**config.mk**
```make
export PLATFORM = sky130hd
export DESIGN_NAME = multiplicador_seq_flat
export DESIGN_NICKNAME = d
export VERILOG_FILES = /design/src/rtl/multiplicador_seq_if.sv /design/src/rtl/multiplicador_seq.sv /design/src/flat_wrapper.sv
export SDC_FILE = /design/constraint.sdc
export NUM_CORES = 1
export LEC_CHECK = 0
export ABC_AREA = 0
export BUFFER_PORTS_ARGS = -buffer_cell sky130_fd_sc_hd__buf_2
export CAP_MARGIN = 20
export CELL_PAD_IN_SITES_DETAIL_PLACEMENT = 2
export CELL_PAD_IN_SITES_GLOBAL_PLACEMENT = 2
export CORE_AREA = 2 2 128 68
export DETAILED_ROUTE_END_ITERATION = 10
export DIE_AREA = 0 0 130 70
export PLACE_DENSITY = 0.91
export SLEW_MARGIN = 20
export SYNTH_ARGS = -nofsm -noshare
export SYNTH_HDL_FRONTEND = slang
export SYNTH_SLANG_ARGS = --single-unit
```
**constraint.sdc**
```tcl
create_clock -name clk -period 4.9 [get_ports clk]
set_input_delay 0.98 -clock clk [delete_from_list [all_inputs] [get_ports clk]]
set_output_delay 0.98 -clock clk [all_outputs]
set_load 0.02 [all_outputs]
```
**src/rtl/multiplicador_seq_if.sv**
```systemverilog
// Operand/result bundle for the sequential 8x8 multiplier.
// The slave side (the multiplier) consumes A/B and publishes c/contador.
interface multiplicador_seq_if;
    logic [7:0]  A;
    logic [7:0]  B;
    logic [15:0] c;
    logic [2:0]  contador;

    modport master (
        output A,
        output B,
        input  c,
        input  contador
    );

    modport slave (
        input  A,
        input  B,
        output c,
        output contador
    );
endinterface

```
**src/rtl/multiplicador_seq.sv**
```systemverilog
// Free-running 8x8 unsigned shift-and-add multiplier, one product every 8 cycles.
// Latency 8 edges from operand sample (contador==0) to c; no backpressure, A/B ignored outside phase 0.
module multiplicador_seq (
    input  logic                clk,
    input  logic                rst,
    multiplicador_seq_if.slave  bus
);

    logic [7:0]  a_reg_q, a_reg_d;
    logic [7:0]  b_reg_q, b_reg_d;
    logic [15:0] acc_q, acc_d;
    logic [2:0]  contador_q, contador_d;
    logic [15:0] c_q, c_d;
    logic [15:0] pp;

    always_comb begin
        a_reg_d    = a_reg_q;
        b_reg_d    = b_reg_q;
        acc_d      = acc_q;
        c_d        = c_q;
        contador_d = contador_q + 3'd1;
        pp         = '0;

        if (contador_q == 3'd0) begin
            // Bit 0 comes straight from the live inputs so no phase is wasted on loading.
            a_reg_d = bus.A;
            b_reg_d = bus.B;
            acc_d   = bus.B[0] ? {8'h00, bus.A} : 16'h0000;
        end else begin
            if (b_reg_q[contador_q]) begin
                pp = {8'h00, a_reg_q} << contador_q;
            end
            acc_d = acc_q + pp;
            if (contador_q == 3'd7) begin
                c_d = acc_q + pp;
            end
        end
    end

    always_ff @(posedge clk) begin
        if (rst) begin
            a_reg_q    <= '0;
            b_reg_q    <= '0;
            acc_q      <= '0;
            contador_q <= '0;
            c_q        <= '0;
        end else begin
            a_reg_q    <= a_reg_d;
            b_reg_q    <= b_reg_d;
            acc_q      <= acc_d;
            contador_q <= contador_d;
            c_q        <= c_d;
        end
    end

    assign bus.c        = c_q;
    assign bus.contador = contador_q;

endmodule

```
**src/flat_wrapper.sv**
```systemverilog
// flat-port wrapper written by rule: the top's interface ports become plain ports
module multiplicador_seq_flat 
  (clk, rst, bus_A, bus_B, bus_c, bus_contador);
  multiplicador_seq_if bus_i ();
  input  logic clk;
  input  logic rst;
  input wire logic [$bits(bus_i.A)-1:0] bus_A;
  input wire logic [$bits(bus_i.B)-1:0] bus_B;
  output wire logic [$bits(bus_i.c)-1:0] bus_c;
  output wire logic [$bits(bus_i.contador)-1:0] bus_contador;
  assign bus_i.A = bus_A;
  assign bus_i.B = bus_B;
  assign bus_c = bus_i.c;
  assign bus_contador = bus_i.contador;
  multiplicador_seq u_core (.clk(clk), .rst(rst), .bus(bus_i));
endmodule
```
==> impl_results.md <==
* Run status: finished clean
* Final slew viol count at 0
* Count leader, synth: nand2_1
* Rows at 24
* Initial antenna violation count at 0
* Yosys cell types at 44
* Peak supply drop at about 0.13 mV
* Synth Warn # at 0
* Skew-Pair Late Insertion Delay at around 0.3 ns
* Syn-to-layout area delta at 15.9%
* Cell Area, Synth at between 2000 and 3000 um2
* Net Count, Synth at 394
* Worst Hold Class: flop to flop
* DRT antenna net count at 0
* Post-DP HPWL at just under 8000 um
* H-tree levels at 2
* Nets at 420
* Rel. slew slack at between 30% and 40%
* Inserted Clock Buffers at 5
* Core box area at 8200 um2
* Post-Syn Area per Cell at about 8 um2
* Critical Path Source Type: flop
* Minimum clock period at about 3.9 ns
* CTS tree: built
* GR Util met1 at between 30% and 40%
* Gr busiest metal: met1
* Die X at between 100 and 150 um
* Global Route Usage Sum at 23.7%
* Post-CTS Resized at 0
* DR vias/cell at roughly 5.5
* WHS at ~0.46 ns
* Yosys top cell area share at a little over a third
* Max Fclk at 256 MHz
* Synth top cells by count: nand2_1, dfxtp_1, a21oi_1, nor2_1, ha_1
* Tightest Pin Transition at around 0.96 ns
* Setup tns final at 0 ns
* GP Congestion at around 0.9
* Seq cells post-synth at roughly 50
* Sink Count at between 50 and 60
* Grt met3 use at 4.90%
* First-pass GRT wire length at about 16000 um
* Share of layout cells above drive strength 1 at around 14%
* CP bufs+invs at 1
* Number of DRC markers in iteration 0 at about 210
* CTS clk-pin slew, worst paths at about 0.070 ns
* Drt pass-1 iters at 6
* Post-synthesis cell count at 357
* Chip Height at around 70 um
* Vias in the first global route at roughly 2800
* Routed WL at between 10000 and 15000 um
* EDFF count, synth at 0
* Synth area leader: dfxtp_1
* Tcrit/Tclk final at between 70% and 80%
* Starting Density at between 30% and 40%
* Met2 Usage GRT at approximately a third
* PortBufs at 36
* DRC errors left at 0
* Top post-synthesis cells by area: dfxtp_1, ha_1, nand2_1
* Die Area at a little over 9000 um2
* Wire per inst at just over 20 um
* Max-cap violations at 0
* CP endpoint kind: flop
* Top FF cell, synth: dfxtp_1
* Final Hold Fails at 0
* Layout fillers at 945
* Seq/Total Area, Yosys at between 30% and 40%
* # hold bufs at CTS at 0
* Finish-stage setup viols at 0
* GR Overflow Total at 0
* Vias at 2731
* Pwr per Cell Area at 327 nW/um2
* Critical path cell sequence: buf_4 > mux4_2 > nand2_1 > and2_1 > nor2_1 > ha_1 > a21oi_1 > o21ai_0 > a31o_2 > a211oi_1 > xor2_1 > o21ai_1
* Critical path peak fanout at 17
* Pin count of the biggest net entering global routing at 45
* Crit path DAT at 4.08 ns
* Max stage delay cell, worst path: mux4_2
* Static leakage at approximately 0.0014 uW
* Antenna diodes at 0
* Post-CTS Setup Inserts at 0
* CTS Buffer Depth at 2
* Critical path's top delay family: compound AO/OA/AOI/OAI gates
* WS Path Type: flop to flop
* Clk Tree Root Cell: clkbuf_16
* Critical Path RT at 5.08 ns
* Async S/R FF share, synth at 0%
* Layout Skew at between 0.006 and 0.007 ns
* RSZ-0062 raised after global routing: no
* Slowest Stage Delay on Critical Path at about 0.52 ns
* Top Ports at 37
==> cells by family after synthesis <==
kind of cell               Yosys count  share of synthesized area [%]
AOI/OAI and AO/OA                   90                           19.0
xor gates and xnor gates             8                           2.45
adders and majority gates           19                           8.58
buffers and inverters               24                           3.33
DFF                                 51                           35.7
muxes                               17                           7.01
and+or+nand+nor                    148                           23.9
==> worst paths after layout <==
| path | depth (start not counted) | end | from | slack [ns] |
|---|---|---|---|---|
| hold / removal | 2 | u_core.bus.c[12] | u_core.bus.c[12] | 0.46 |
| setup reg to reg | 12 | u_core.bus.c[15] | u_core.bus.contador[0] | 1.00 |
| setup / recovery | 12 | u_core.bus.c[15] | u_core.bus.contador[0] | 1.00 |
| hold reg to reg | 2 | u_core.bus.c[12] | u_core.bus.c[12] | 0.46 |
==> layer usage <==
metal | routed length [um] | part of all wire (%) | vias up
met5 | 0 | 0 | -
met2 | 4160 | 41 | 59
met1 | 5410 | 53 | 1355
met4 | 106 | 1.0 | 0
met3 | 483 | 4.8 | 12
li1 | - | - | 1305
==> cell usage in the layout (no fill, tap or decap), types with 2 or more instances in the layout <==
cell type,n
mux2i_1,11
inv_1,4
a211o_1,3
mux4_2,2
bufinv_16,2
a21oi_1,43
o21a_1,3
o21bai_1,3
dfxtp_1,51
xor2_1,3
o21ai_0,11
or3_1,3
ha_1,18
buf_4,2
and3_1,4
xnor2_1,5
nor3b_1,2
nor2_1,36
nand3_1,13
nor2b_1,6
nor3_1,5
nand2b_1,8
nand4_1,2
clkbuf_16,5
o22ai_1,3
a21o_1,4
nand2_1,59
and2_1,6
o31ai_1,2
a31oi_1,3
a211oi_1,8
mux2_2,4
buf_2,36
==> report_power, final <==
| group | total (uW) | internal (uW) | switching (uW) |
|---|---|---|---|
| registers | 457 | 434 | 22.1 |
| logic | 166 | 57.7 | 108 |
| clock network | 461 | 293 | 168 |
| total | 1080 | 785 | 298 |
==> sequential cells by signal, summed over array words and instances, names as in the netlist <==
| register | count |
|---|---|
| u_core.bus.c | 16 |
| u_core.acc_q | 16 |
| u_core.b_reg_q | 8 |
| u_core.a_reg_q | 8 |
| u_core.bus.contador | 3 |
==> area by class of cell <==
class	count	area (um2)	area share (%)
flip-flops and latches	51	1020	30.8
well taps	117	146	4.42
inverters	5	18.8	0.567
repair buffers	38	195	5.89
clock buffers	6	129	3.89
clock inverters	2	60.1	1.81
multi-input cells	282	1740	52.6
==> tightest hold or removal path, cell delays in order, from the launching register on <==
cell     delay [ns]
dfxtp_1        0.33
nand2_1        0.05
o21ai_0        0.06
==> metrics by stage <==
| step | std cells | area [um2] | setup WS [ns] | power, uW | utilization (%) |
|---|---|---|---|---|---|
| after global routing | 501 | 3310 | 0.754 | 1140 | 40.4 |
| after global placement | 493 | 3120 | 1.39 | 617 | 38.1 |
| after floorplan | 357 | 2860 | 1.56 | 572 | - |
| after CTS | 501 | 3310 | 1.04 | 1100 | 40.4 |
| after detailed placement | 493 | 3120 | 1.07 | 629 | 38.1 |
| final | 501 | 3310 | 1.00 | 1080 | 40.4 |
(Power assumes the default switching activity.)
